==> src/rtl/dense_output_layer.sv <==
// dense_output_layer
//
// Sequential fully-connected output layer. On a start request it latches the
// input vector, then computes NEURON_NB signed dot products against an
// internal weight/bias memory, one multiply-accumulate per clock. Each result
// plus its bias is saturated to 2*WIDTH bits and registered into out_data.
// layer_done rises with the last neuron's write and holds until reset.
//
// Ports:
//   clk         in   clock, rising edge
//   reset       in   synchronous, active-high
//   enable      in   start request, sampled only while idle
//   in_data     in   INPUT_NB signed WIDTH-bit inputs, latched on start
//   w_wr_en     in   weight-memory write strobe (honoured only idle/done)
//   w_wr_addr   in   word address n*(INPUT_NB+1)+k; k==INPUT_NB is the bias
//   w_wr_data   in   signed WIDTH-bit weight or bias word
//   out_data    out  NEURON_NB signed 2*WIDTH-bit saturated outputs
//   layer_done  out  level, high once every out_data entry is final

module dense_output_layer #(
  parameter int INPUT_NB  = 16,
  parameter int NEURON_NB = 10,
  parameter int WIDTH     = 4
) (
  input  logic                                          clk,
  input  logic                                          reset,
  input  logic                                          enable,
  input  logic [0:INPUT_NB-1][WIDTH-1:0]                in_data,
  input  logic                                          w_wr_en,
  input  logic [$clog2(NEURON_NB*(INPUT_NB+1))-1:0]     w_wr_addr,
  input  logic [WIDTH-1:0]                              w_wr_data,
  output logic [0:NEURON_NB-1][2*WIDTH-1:0]             out_data,
  output logic                                          layer_done
);

  localparam int MemDepth = NEURON_NB * (INPUT_NB + 1);
  localparam int AddrW    = $clog2(MemDepth);
  localparam int OutW     = 2 * WIDTH;
  // Wide enough that INPUT_NB full-scale products can never overflow.
  localparam int AccW     = OutW + $clog2(INPUT_NB) + 1;
  // One extra bit so adding the bias cannot overflow either.
  localparam int SumW     = AccW + 1;
  localparam int KW       = (INPUT_NB > 1) ? $clog2(INPUT_NB) : 1;
  localparam int NW       = (NEURON_NB > 1) ? $clog2(NEURON_NB) : 1;

  localparam logic signed [SumW-1:0] SatMax = SumW'((1 << (OutW - 1)) - 1);
  localparam logic signed [SumW-1:0] SatMin = ~SatMax;

  typedef enum logic [1:0] {
    StIdle,
    StMac,
    StStore,
    StDone
  } state_t;

  // Weight/bias storage; deliberately not touched by reset.
  logic [WIDTH-1:0]                     r_mem [MemDepth];

  state_t                               r_state;
  logic [0:INPUT_NB-1][WIDTH-1:0]       r_in;
  logic signed [AccW-1:0]               r_acc;
  logic [KW-1:0]                        r_k;
  logic [NW-1:0]                        r_n;
  // Address of w[r_n][0], stepped by INPUT_NB+1 per neuron to avoid a multiplier.
  logic [AddrW-1:0]                     r_base;
  logic [0:NEURON_NB-1][OutW-1:0]       r_out;
  logic                                 r_done;

  logic                                 w_wr_ok;
  logic [AddrW-1:0]                     w_rd_addr;
  logic [WIDTH-1:0]                     w_rd_data;
  logic [WIDTH-1:0]                     w_x;
  logic signed [OutW-1:0]               w_prod;
  logic signed [AccW-1:0]               w_prod_ext;
  logic signed [SumW-1:0]               w_sum;
  logic [OutW-1:0]                      w_sat;

  assign out_data   = r_out;
  assign layer_done = r_done;

  // Writes are blocked while a run is reading the memory, and out-of-range
  // addresses are dropped.
  always_comb begin
    w_wr_ok = w_wr_en
              && ((r_state == StIdle) || (r_state == StDone))
              && (int'(w_wr_addr) < MemDepth);
  end

  always_ff @(posedge clk) begin
    if (w_wr_ok) begin
      r_mem[w_wr_addr] <= w_wr_data;
    end
  end

  // Combinational read: weight k while accumulating, bias during STORE.
  always_comb begin
    if (r_state == StStore) begin
      w_rd_addr = r_base + AddrW'(INPUT_NB);
    end else begin
      w_rd_addr = r_base + AddrW'(r_k);
    end
    w_rd_data = r_mem[w_rd_addr];
  end

  // Full-precision signed product of the current input and weight.
  always_comb begin
    w_x        = r_in[r_k];
    w_prod     = $signed({{WIDTH{w_x[WIDTH-1]}}, w_x})
               * $signed({{WIDTH{w_rd_data[WIDTH-1]}}, w_rd_data});
    w_prod_ext = $signed({{(AccW - OutW){w_prod[OutW-1]}}, w_prod});
  end

  // Bias add and clamp to the 2*WIDTH signed range.
  always_comb begin
    w_sum = $signed({r_acc[AccW-1], r_acc})
          + $signed({{(SumW - WIDTH){w_rd_data[WIDTH-1]}}, w_rd_data});
    if (w_sum > SatMax) begin
      w_sat = {1'b0, {(OutW - 1){1'b1}}};
    end else if (w_sum < SatMin) begin
      w_sat = {1'b1, {(OutW - 1){1'b0}}};
    end else begin
      w_sat = w_sum[OutW-1:0];
    end
  end

  always_ff @(posedge clk) begin
    if (reset) begin
      r_state <= StIdle;
      r_in    <= '0;
      r_acc   <= '0;
      r_k     <= '0;
      r_n     <= '0;
      r_base  <= '0;
      r_out   <= '0;
      r_done  <= 1'b0;
    end else begin
      unique case (r_state)
        StIdle: begin
          if (enable) begin
            r_in    <= in_data;
            r_acc   <= '0;
            r_k     <= '0;
            r_n     <= '0;
            r_base  <= '0;
            r_state <= StMac;
          end
        end
        StMac: begin
          r_acc <= r_acc + w_prod_ext;
          if (r_k == KW'(INPUT_NB - 1)) begin
            r_state <= StStore;
          end else begin
            r_k <= r_k + KW'(1);
          end
        end
        StStore: begin
          r_out[r_n] <= w_sat;
          r_acc      <= '0;
          r_k        <= '0;
          if (r_n == NW'(NEURON_NB - 1)) begin
            r_done  <= 1'b1;
            r_state <= StDone;
          end else begin
            r_n     <= r_n + NW'(1);
            r_base  <= r_base + AddrW'(INPUT_NB + 1);
            r_state <= StMac;
          end
        end
        StDone: begin
          // Terminal until reset; enable is ignored here.
        end
        default: r_state <= StIdle;
      endcase
    end
  end

endmodule
==> config.mk <==
export PLATFORM = sky130hd
export DESIGN_NAME = dense_output_layer
export DESIGN_NICKNAME = d
export VERILOG_FILES = /design/src/rtl/dense_output_layer.sv
export SDC_FILE = /design/constraint.sdc
export NUM_CORES = 1
export LEC_CHECK = 0
export ABC_CLOCK_PERIOD_IN_PS = 12000
export CELL_PAD_IN_SITES_DETAIL_PLACEMENT = 0
export CELL_PAD_IN_SITES_GLOBAL_PLACEMENT = 1
export CORE_UTILIZATION = 55
export CTS_CLUSTER_SIZE = 10
export DETAILED_ROUTE_END_ITERATION = 12
export PLACE_DENSITY_LB_ADDON = 0.1
export SLEW_MARGIN = 0
export SYNTH_ARGS = -nofsm -noshare
export SYNTH_HDL_FRONTEND = slang
export SYNTH_SLANG_ARGS = --single-unit
==> constraint.sdc <==
create_clock -name clk -period 12 [get_ports clk]
set_input_delay 3.6 -clock clk [delete_from_list [all_inputs] [get_ports clk]]
set_output_delay 3.6 -clock clk [all_outputs]
set_load 0.03 [all_outputs]
==> implementation parameters, run 1 <==
Parameter                              Value

Floorplan
  Floorplan die area ... 67740 um2
  Count of pins on the block boundary ... 161
  Core Footprint ... 65860 um2
  Width of the die ... 260.3 um
  Placement Rows ... 94
  Vertical extent of the die ... 260.3 um
  Initial cell density of the core ... 55.70%

Drt
  Starting DRT DRC Count ... 2205
  Detailed-route DRC error count ... 0
  Antenna-violating nets left ... 0
  Count of TritonRoute iterations in the first routing pass ... 5
  Per-cell via count in the routed design ... 6.147
  Post-DR wirelength/cell ... 25.06 um
  Final WL ... 91710 um
  Via Count ... 22490

Pwr
  Fraction of power spent switching nets ... 29.64%
  Sequential group share of total power ... 41.6%
  Reported net switching power ... 2353 uW
  Internal power consumption ... 5587 uW
  Leakage power of the design ... 0.01348 uW
  Power density over the cells ... 189.8 nW/um2
  Share of power burned in the clock network ... 34.5%
  Peak VDD IR ... 0.1613 mV
  Combinational cell fraction of total power ... 23.9%

STA
  Max Transition Viols Final ... 0
  Slew at the pin closest to its max-slew limit ... 1392 ps
  Unrepaired setup endpoints after global routing ... false
  Count of endpoints failing hold in the final timing report ... 0
  Total negative slack for setup checks ... 0 ps
  Headroom to the max-slew limit ... 6.034%
  Worst clock skew ... 46.62 ps
  Final min period ... 8881 ps
  Total setup violations reported at the end of the flow ... 0
  Final worst path period share ... 74.01%
  Highest attainable clock frequency ... 0.1126 GHz

Clocking
  CTS sink count ... 856
  Library cell used as clock root buffer ... sky130_fd_sc_hd__clkbuf_16
  Total of hold buffers inserted after clock tree synthesis ... 0
  Number of instances resized during post-cts repair ... 0
  TritonCTS clock tree ... yes
  Maximum clock insertion buffer count ... 3
  CTS H-tree depth ... 3
  Number of buffers inserted during clock tree synthesis ... 99
  Clock insertion delay at the later pin of the skew report ... 670 ps
  Clock-pin slew reported for the worst setup and hold paths after clock tree synthesis ... 60 ps
  Post-CTS setup buffers ... 0

Final layout
  Area of combinational cells with multiple inputs ... 11770 um2
  Number of cells in the finished layout apart from fillers ... 3659
  Growth of design area from synthesis to finish ... 14.00%
  Total number of nets in the final design ... 2916
  # diodes ... 0
  Total non-filler cell area in the finished layout ... 41820 um2
  Fill cell total of the finished layout ... 4928
  Layout cell share with drive strength beyond 1 ... 12.59%
  FF+latch area ... 23940 um2

Setup path
  Worst-path fanout max ... 92
  Critical Path Sink ... r_acc[12]$_SDFFE_PP0P_
  Reg-to-Reg Start ... r_base[0]$_SDFFE_PP0P_
  Kind of critical path ... reg2reg
  Worst path slowest cell ... sky130_fd_sc_hd__a211oi_1
  Kind of capture point of the worst setup path ... register
  Register-to-Register Setup Slack ... 3120 ps
  Data arrival time of the worst path ... 9370 ps
  Cell occurring most often along the worst timing path ... sky130_fd_sc_hd__fa_1
  CP Launch Point ... r_base[0]$_SDFFE_PP0P_
  Required time worst endpoint ... 12490 ps
  Reg2reg end ... r_acc[12]$_SDFFE_PP0P_
  Worst reg2reg path depth ... 29
  Crit-path max cell delay ... 610 ps
  Worst Setup Start Kind ... register

Status
  Result of the run ... finished, final reports clean

Logic synthesis
  Syn Inst Count ... 2603
  Area of the mapped netlist ... 36690 um2
  FFs w/ async S/R, synth ... 0%
  Avg Synthesized Cell Area ... 14.09 um2
  Number of different library cells in the post-synthesis netlist ... 69
  Top post-synthesis cells by area ... sky130_fd_sc_hd__edfxtp_1, sky130_fd_sc_hd__mux4_2, sky130_fd_sc_hd__dfxtp_1
  Portion of the post-synthesis area used by sequential elements ... 65.26%
  Cell type with the largest total area after synthesis ... sky130_fd_sc_hd__edfxtp_1
  Synth warn ... 0
  Dominant synthesized flop cell ... sky130_fd_sc_hd__edfxtp_1
  Syn_nets ... 2766
  Count of flip-flops with a built-in enable after synthesis ... 680
  Share of the synthesized area in the top cell type ... 55.66%
  Register bit total from synthesis ... 856

Placement
  Total cell area at the placement stage ... 38920 um2
  Routability-driven placement congestion ratio ... 0.8345
  HPWL after DPL ... 58300 um
  Number of port buffers ... 160
  Number of cells in the design after placement ... 3516

Global routing
  Fraction of met1 tracks used by global routing ... 36.21%
  GRT Total Usage ... 27.53%
  Met2 layer usage reported by global route ... 47.04%
  Global-route wire length before repair ... 138200 um
  Met3 GRT Util ... 4.089%
  Maximum number of pins on one net before global-route repair ... 115
  Initial antenna violation count ... 0
  Layer carrying the most global-route usage ... met2
  Grt ovf ... 0
  Vias in the first global route ... 22630

Run
  Max Cap Violations ... 0

Worst hold path
  Kind of path behind the tightest hold check ... reg2reg
## metrics by stage
step	worst slack, ps	util, %	hold WS, ps	power (uW)
finish	3119	63.50	452.5	7940
global route	2735	63.50	470.7	8277
CTS	3139	63.50	454.0	7988
detailed placement	3195	59.10	446.3	5272
global placement	3288	59.10	440.6	5244
floorplan	4448	-	433.1	4737
## cell type report
type	instances	area share, %
tap	864	2.585
inverter	72	0.6462
timing repair buffer	194	4.440
clock inverter	14	0.6193
multi-input combinational	1530	28.15
sequential	856	57.25
clock buffer	129	6.315
## power groups by stage
stage          combinational, uW  clock, uW  sequential, uW
2_1_floorplan               1390          0            3350
4_1_cts                     1910       2770            3300
3_5_place_dp                1910          0            3360
3_3_place_gp                1880          0            3360
6_report                    1900       2740            3300
5_1_grt                     2090       2870            3310
## layout by cell type, fill, tap and decap left out, types with 5 or more instances in the layout
cell                              count
sky130_fd_sc_hd__o311ai_0            11
sky130_fd_sc_hd__and2_1               9
sky130_fd_sc_hd__and3_1              31
sky130_fd_sc_hd__edfxtp_1           680
sky130_fd_sc_hd__xnor2_1             23
sky130_fd_sc_hd__clkdlybuf4s50_1    155
sky130_fd_sc_hd__nand2_1            375
sky130_fd_sc_hd__mux4_2             174
sky130_fd_sc_hd__o21bai_1            17
sky130_fd_sc_hd__o22ai_1              5
sky130_fd_sc_hd__inv_1               72
sky130_fd_sc_hd__mux2i_1             49
sky130_fd_sc_hd__nand3_1             84
sky130_fd_sc_hd__nand2b_1             9
sky130_fd_sc_hd__o21a_1               5
sky130_fd_sc_hd__a211oi_1            19
sky130_fd_sc_hd__nand4_1             13
sky130_fd_sc_hd__a31oi_1              5
sky130_fd_sc_hd__nor3_1              15
sky130_fd_sc_hd__clkbuf_1            26
sky130_fd_sc_hd__nor4_1               5
sky130_fd_sc_hd__nor2_1             229
sky130_fd_sc_hd__o21ai_0             86
sky130_fd_sc_hd__a22oi_1              8
sky130_fd_sc_hd__ha_1                55
sky130_fd_sc_hd__nor2b_1             16
sky130_fd_sc_hd__clkbuf_16          100
sky130_fd_sc_hd__buf_4               38
sky130_fd_sc_hd__a21o_1               9
sky130_fd_sc_hd__xor2_1              13
sky130_fd_sc_hd__fa_1                27
sky130_fd_sc_hd__dfxtp_1            176
sky130_fd_sc_hd__a21oi_1            171
sky130_fd_sc_hd__a311oi_1             5
## synth_stat cells, types with 3 or more instances
cell type,count
sky130_fd_sc_hd__o21ai_0,86
sky130_fd_sc_hd__buf_6,13
sky130_fd_sc_hd__mux4_2,174
sky130_fd_sc_hd__mux2_2,3
sky130_fd_sc_hd__nor2_1,229
sky130_fd_sc_hd__and3_1,31
sky130_fd_sc_hd__a31oi_1,6
sky130_fd_sc_hd__or2_2,4
sky130_fd_sc_hd__a41oi_1,4
sky130_fd_sc_hd__and2_1,10
sky130_fd_sc_hd__clkbuf_1,75
sky130_fd_sc_hd__o31ai_1,4
sky130_fd_sc_hd__o21a_1,6
sky130_fd_sc_hd__dfxtp_1,176
sky130_fd_sc_hd__a311oi_1,5
sky130_fd_sc_hd__inv_1,72
sky130_fd_sc_hd__nor3_1,15
sky130_fd_sc_hd__ha_1,56
sky130_fd_sc_hd__fa_1,27
sky130_fd_sc_hd__nand4_1,13
sky130_fd_sc_hd__a211oi_1,19
sky130_fd_sc_hd__nor4_1,5
sky130_fd_sc_hd__o21bai_1,17
sky130_fd_sc_hd__o22ai_1,5
sky130_fd_sc_hd__nand2b_1,9
sky130_fd_sc_hd__o211ai_1,3
sky130_fd_sc_hd__buf_4,19
sky130_fd_sc_hd__o311ai_0,11
sky130_fd_sc_hd__edfxtp_1,680
sky130_fd_sc_hd__o311ai_1,3
sky130_fd_sc_hd__a21o_1,10
sky130_fd_sc_hd__xnor2_1,24
sky130_fd_sc_hd__a22oi_1,8
sky130_fd_sc_hd__xor2_1,13
sky130_fd_sc_hd__nand3_1,84
sky130_fd_sc_hd__buf_2,23
sky130_fd_sc_hd__nor2b_1,16
sky130_fd_sc_hd__mux2i_1,49
sky130_fd_sc_hd__nand2_1,376
sky130_fd_sc_hd__buf_1,13
sky130_fd_sc_hd__a21oi_1,172
## layer usage
layer / vias to the layer above / share of wire, % / routed length (um)
met5: - / 0 / 0
met1: 11470 / 39 / 36210
met4: 0 / 3.2 / 2911
met3: 169 / 6.2 / 5686
met2: 833 / 51 / 46900
li1: 10020 / - / -
## worst min path at each step
stage,endpoint,cells past startpoint,slack (ps),from
global placement,r_in[60]$_SDFFE_PP0P_,2,440,r_in[60]$_SDFFE_PP0P_
finish,r_in[53]$_SDFFE_PP0P_,2,450,r_in[53]$_SDFFE_PP0P_
detailed placement,r_in[0]$_SDFFE_PP0P_,2,450,r_in[0]$_SDFFE_PP0P_
floorplan,r_in[20]$_SDFFE_PP0P_,2,430,r_in[20]$_SDFFE_PP0P_
global route,r_in[47]$_SDFFE_PP0P_,2,470,r_in[47]$_SDFFE_PP0P_
CTS,r_in[0]$_SDFFE_PP0P_,2,450,r_in[0]$_SDFFE_PP0P_
## critical path, delay by kind of cell, from the launching register on
| kind | cells | cell delay [ps] |
|---|---|---|
| AOI/OAI and AO/OA | 11 | 2700 |
| xor gates and xnor gates | 1 | 170 |
| adders and majority gates | 6 | 2660 |
| buffers and inverters | 5 | 1120 |
| DFF | 1 | 560 |
| muxes | 2 | 540 |
| and+or+nand+nor | 4 | 910 |
## flip-flops by register name, summed over array words and instances (netlist names)
| name | count |
|---|---|
| r_mem | 680 |
| out_data | 80 |
| r_in | 64 |
| r_acc | 13 |
| r_base | 8 |
| r_k | 4 |
| r_n | 4 |
| r_state | 2 |
| layer_done | 1 |
## cell families after synthesis
kind of cell    share of synthesized area [%]
flops                                   65.26
simple gates                            9.269
compound gates                          6.200
mux                                     12.17
buf+inv                                 2.834
fa+ha+maj                               3.383
xor+xnor                               0.8833
Power figures use the tool's default switching activity.
==> inputs of run 2 (changes only) <==
--- a/config.mk
+++ b/config.mk
@@ -5,10 +5,10 @@
 export SDC_FILE = /design/constraint.sdc
 export NUM_CORES = 1
 export LEC_CHECK = 0
-export ABC_CLOCK_PERIOD_IN_PS = 12000
+export ABC_CLOCK_PERIOD_IN_PS = 7770
 export CELL_PAD_IN_SITES_DETAIL_PLACEMENT = 0
 export CELL_PAD_IN_SITES_GLOBAL_PLACEMENT = 1
-export CORE_UTILIZATION = 55
+export CORE_UTILIZATION = 46
 export CTS_CLUSTER_SIZE = 10
 export DETAILED_ROUTE_END_ITERATION = 12
 export PLACE_DENSITY_LB_ADDON = 0.1
==> constraint.sdc (replaced) <==
create_clock -name clk -period 7.77 [get_ports clk]
set_input_delay 2.331 -clock clk [delete_from_list [all_inputs] [get_ports clk]]
set_output_delay 2.331 -clock clk [all_outputs]
set_load 0.03 [all_outputs]
==> run 2 against run 1 <==
Total power increased by 55%. Maximum frequency increased by 18%. Via count decreased by 0.64%. Non-clock buffer count increased by 43. Critical path type unchanged. Critical endpoint unchanged.
==> implementation parameters, run 2 (synthesis results as in run 1) <==
Parameter                              Value

STA
  Total setup violations reported at the end of the flow ... 0 (unchanged)
  Total negative slack for setup checks ... 0 ps (unchanged)
  Final min period ... 7513 ps (-1368 ps)
  Worst clock skew ... 46.64 ps (+0.01570 ps)
  Count of endpoints failing hold in the final timing report ... 0 (unchanged)
  Highest attainable clock frequency ... 0.1331 GHz (+18%)
  Headroom to the max-slew limit ... 20.06% (+14 points)
  Max Transition Viols Final ... 0 (unchanged)
  Final worst path period share ... 96.69% (+23 points)
  Slew at the pin closest to its max-slew limit ... 1195 ps (-196.9 ps)

Global routing
  Global-route wire length before repair ... 144200 um (+4.4%)
  GRT Total Usage ... 23.69% (-3.8 points)
  Maximum number of pins on one net before global-route repair ... 107 (-7.0%)
  Vias in the first global route ... 22990 (+1.6%)
  Initial antenna violation count ... 0 (unchanged)
  Grt ovf ... 0 (unchanged)

Setup path
  Required time worst endpoint ... 8290 ps (-4200 ps)
  Reg2reg end ... r_acc[12]$_SDFFE_PP0P_
  Register-to-Register Setup Slack ... 260 ps (-2860 ps)
  Worst reg2reg path depth ... 28 (-3.4%)
  Worst Setup Start Kind ... register
  Worst-path fanout max ... 38 (-59%)
  Cell occurring most often along the worst timing path ... sky130_fd_sc_hd__fa_1
  Crit-path max cell delay ... 520 ps (-90 ps)
  Worst path slowest cell ... sky130_fd_sc_hd__fa_1
  Data arrival time of the worst path ... 8030 ps (-1340 ps)
  Kind of capture point of the worst setup path ... register
  Kind of critical path ... reg2reg
  Reg-to-Reg Start ... r_k[1]$_SDFFE_PP0P_

Floorplan
  Floorplan die area ... 80890 um2 (+19%)
  Initial cell density of the core ... 46.44% (-9.3 points)
  Placement Rows ... 103 (+9.6%)
  Width of the die ... 284.4 um (+9.3%)
  Count of pins on the block boundary ... 161 (unchanged)
  Vertical extent of the die ... 284.4 um (+9.3%)
  Core Footprint ... 79000 um2 (+20%)

Worst hold path
  Min-Delay Path Depth ... 2 (unchanged)
  Endpoint, Worst Hold ... r_in[0]$_SDFFE_PP0P_
  Startpoint of the lowest-slack hold path ... r_in[0]$_SDFFE_PP0P_
  Kind of path behind the tightest hold check ... reg2reg

Final layout
  Max reg flops ... 680 (unchanged)
  Commonest cells after routing, fill and taps aside ... sky130_fd_sc_hd__edfxtp_1, sky130_fd_sc_hd__nand2_1, sky130_fd_sc_hd__nor2_1, sky130_fd_sc_hd__dfxtp_1, sky130_fd_sc_hd__mux4_2
  Most common library cell in the layout ignoring fill and taps ... sky130_fd_sc_hd__edfxtp_1
  Final core utilization ... 53.88% (-9.6 points)
  Growth of design area from synthesis to finish ... 16.02%
  # diodes ... 0 (unchanged)
  Layout cell share with drive strength beyond 1 ... 13.97% (+1.4 points)
  Number of cells in the finished layout apart from fillers ... 3891 (+6.3%)
  Total number of nets in the final design ... 2959 (+1.5%)
  Largest register by flop count ... r_mem

Run
  Max Cap Violations ... 0 (unchanged)

Placement
  Number of cells in the design after placement ... 3739 (+6.3%)
  Number of port buffers ... 160 (unchanged)
  HPWL after DPL ... 61390 um (+5.3%)
  Routability-driven placement congestion ratio ... 0.8402 (+0.68%)

Clocking
  TritonCTS clock tree ... yes
  CTS sink count ... 856 (unchanged)
  Clock insertion delay at the later pin of the skew report ... 680 ps (about the same)
  Clock-pin slew reported for the worst setup and hold paths after clock tree synthesis ... 60 ps (about the same)
  Library cell used as clock root buffer ... sky130_fd_sc_hd__clkbuf_16
  Maximum clock insertion buffer count ... 3 (unchanged)
  Number of buffers inserted during clock tree synthesis ... 98 (-1.0%)
  CTS H-tree depth ... 3 (unchanged)

Drt
  Via Count ... 22350 (-0.64%)
  Detail Route met3 WL ... 4862 um (-14%)
  Per-cell via count in the routed design ... 5.744 (-6.6%)
  Detailed-route DRC error count ... 0 (unchanged)
  Starting DRT DRC Count ... 1643 (-25%)
  Top routing layer in use ... met4
  Met1 routed wirelength after detailed routing ... 40110 um (+11%)
  Count of TritonRoute iterations in the first routing pass ... 5 (unchanged)
  Final WL ... 95410 um (+4.0%)
  Total length of routed met2 wires ... 48030 um (+2.4%)
  Post-DR wirelength/cell ... 24.52 um (-2.2%)
  Antenna-violating nets left ... 0 (unchanged)

Status
  Result of the run ... finished, final reports clean

Pwr
  Power density over the cells ... 289.9 nW/um2 (+53%)
  Post-layout power ... 12340 uW (+55%)
  Peak VDD IR ... 0.2024 mV (+25%)
  Leakage power of the design ... 0.01372 uW (+1.8%)
==> run 2: cell type report <==
| type | count | area [um2] |
|---|---|---|
| fillers | 6445 | 36430 |
| flip-flops and latches | 856 | 23940 |
| multi-input cells | 1531 | 11810 |
| clock buffers | 135 | 2633 |
| repair buffers | 237 | 2400 |
| well taps | 1050 | 1314 |
| inverters | 72 | 270.3 |
| clock inverters | 10 | 197.7 |
==> run 2: how the worst max path moves through the flow <==
stage,from,endpoint,cells past startpoint
2_1_floorplan,r_k[1]$_SDFFE_PP0P_,r_acc[12]$_SDFFE_PP0P_,35
3_3_place_gp,r_k[1]$_SDFFE_PP0P_,r_acc[12]$_SDFFE_PP0P_,28
3_5_place_dp,r_k[1]$_SDFFE_PP0P_,r_acc[12]$_SDFFE_PP0P_,28
4_1_cts,r_k[1]$_SDFFE_PP0P_,r_acc[12]$_SDFFE_PP0P_,28
5_1_grt,r_k[1]$_SDFFE_PP0P_,r_acc[12]$_SDFFE_PP0P_,28
6_report,r_k[1]$_SDFFE_PP0P_,r_acc[12]$_SDFFE_PP0P_,28
==> run 2: per-layer routing <==
metal	track usage [%]	up-vias
met5	0	-
met4	7.446	0
met3	3.523	134
met2	40.27	644
met1	31.36	11450
li1	-	10120
==> run 2: what timing repair did <==
item / in CTS / in global routing
setup buffers: 0 / 5
hold buffers: 0 / 0
endpoints found under the setup margin: 0 / 3
gates resized for setup: 0 / 14
==> run 2: worst max-delay path, delay by kind of cell (launching register included) <==
kind / cells / cell delay (ps)
flip-flops: 1 / 360
AND/OR/NAND/NOR: 7 / 1550
buffers and inverters: 4 / 820
AO/OA/AOI/OAI: 11 / 2330
adder cells (fa/ha/maj): 5 / 2160
XOR/XNOR: 1 / 160
==> run 2: report_power, final <==
part | internal (uW) | total, uW | switching, uW
sequential | 5030 | 5100 | 65.6
clock | 2380 | 4170 | 1790
combinational | 1240 | 3070 | 1840
total | 8650 | 12300 | 3690
==> run 2: per-stage QoR <==
step	worst slack, ps	hold slack [ps]	area (um2)
3_3_place_gp	27.04	440.3	39600
6_report	256.8	450.5	42570
5_1_grt	-30.97	466.7	42570
3_5_place_dp	91.67	444.4	39600
2_1_floorplan	217.5	433.1	36690
4_1_cts	30.80	451.6	42430
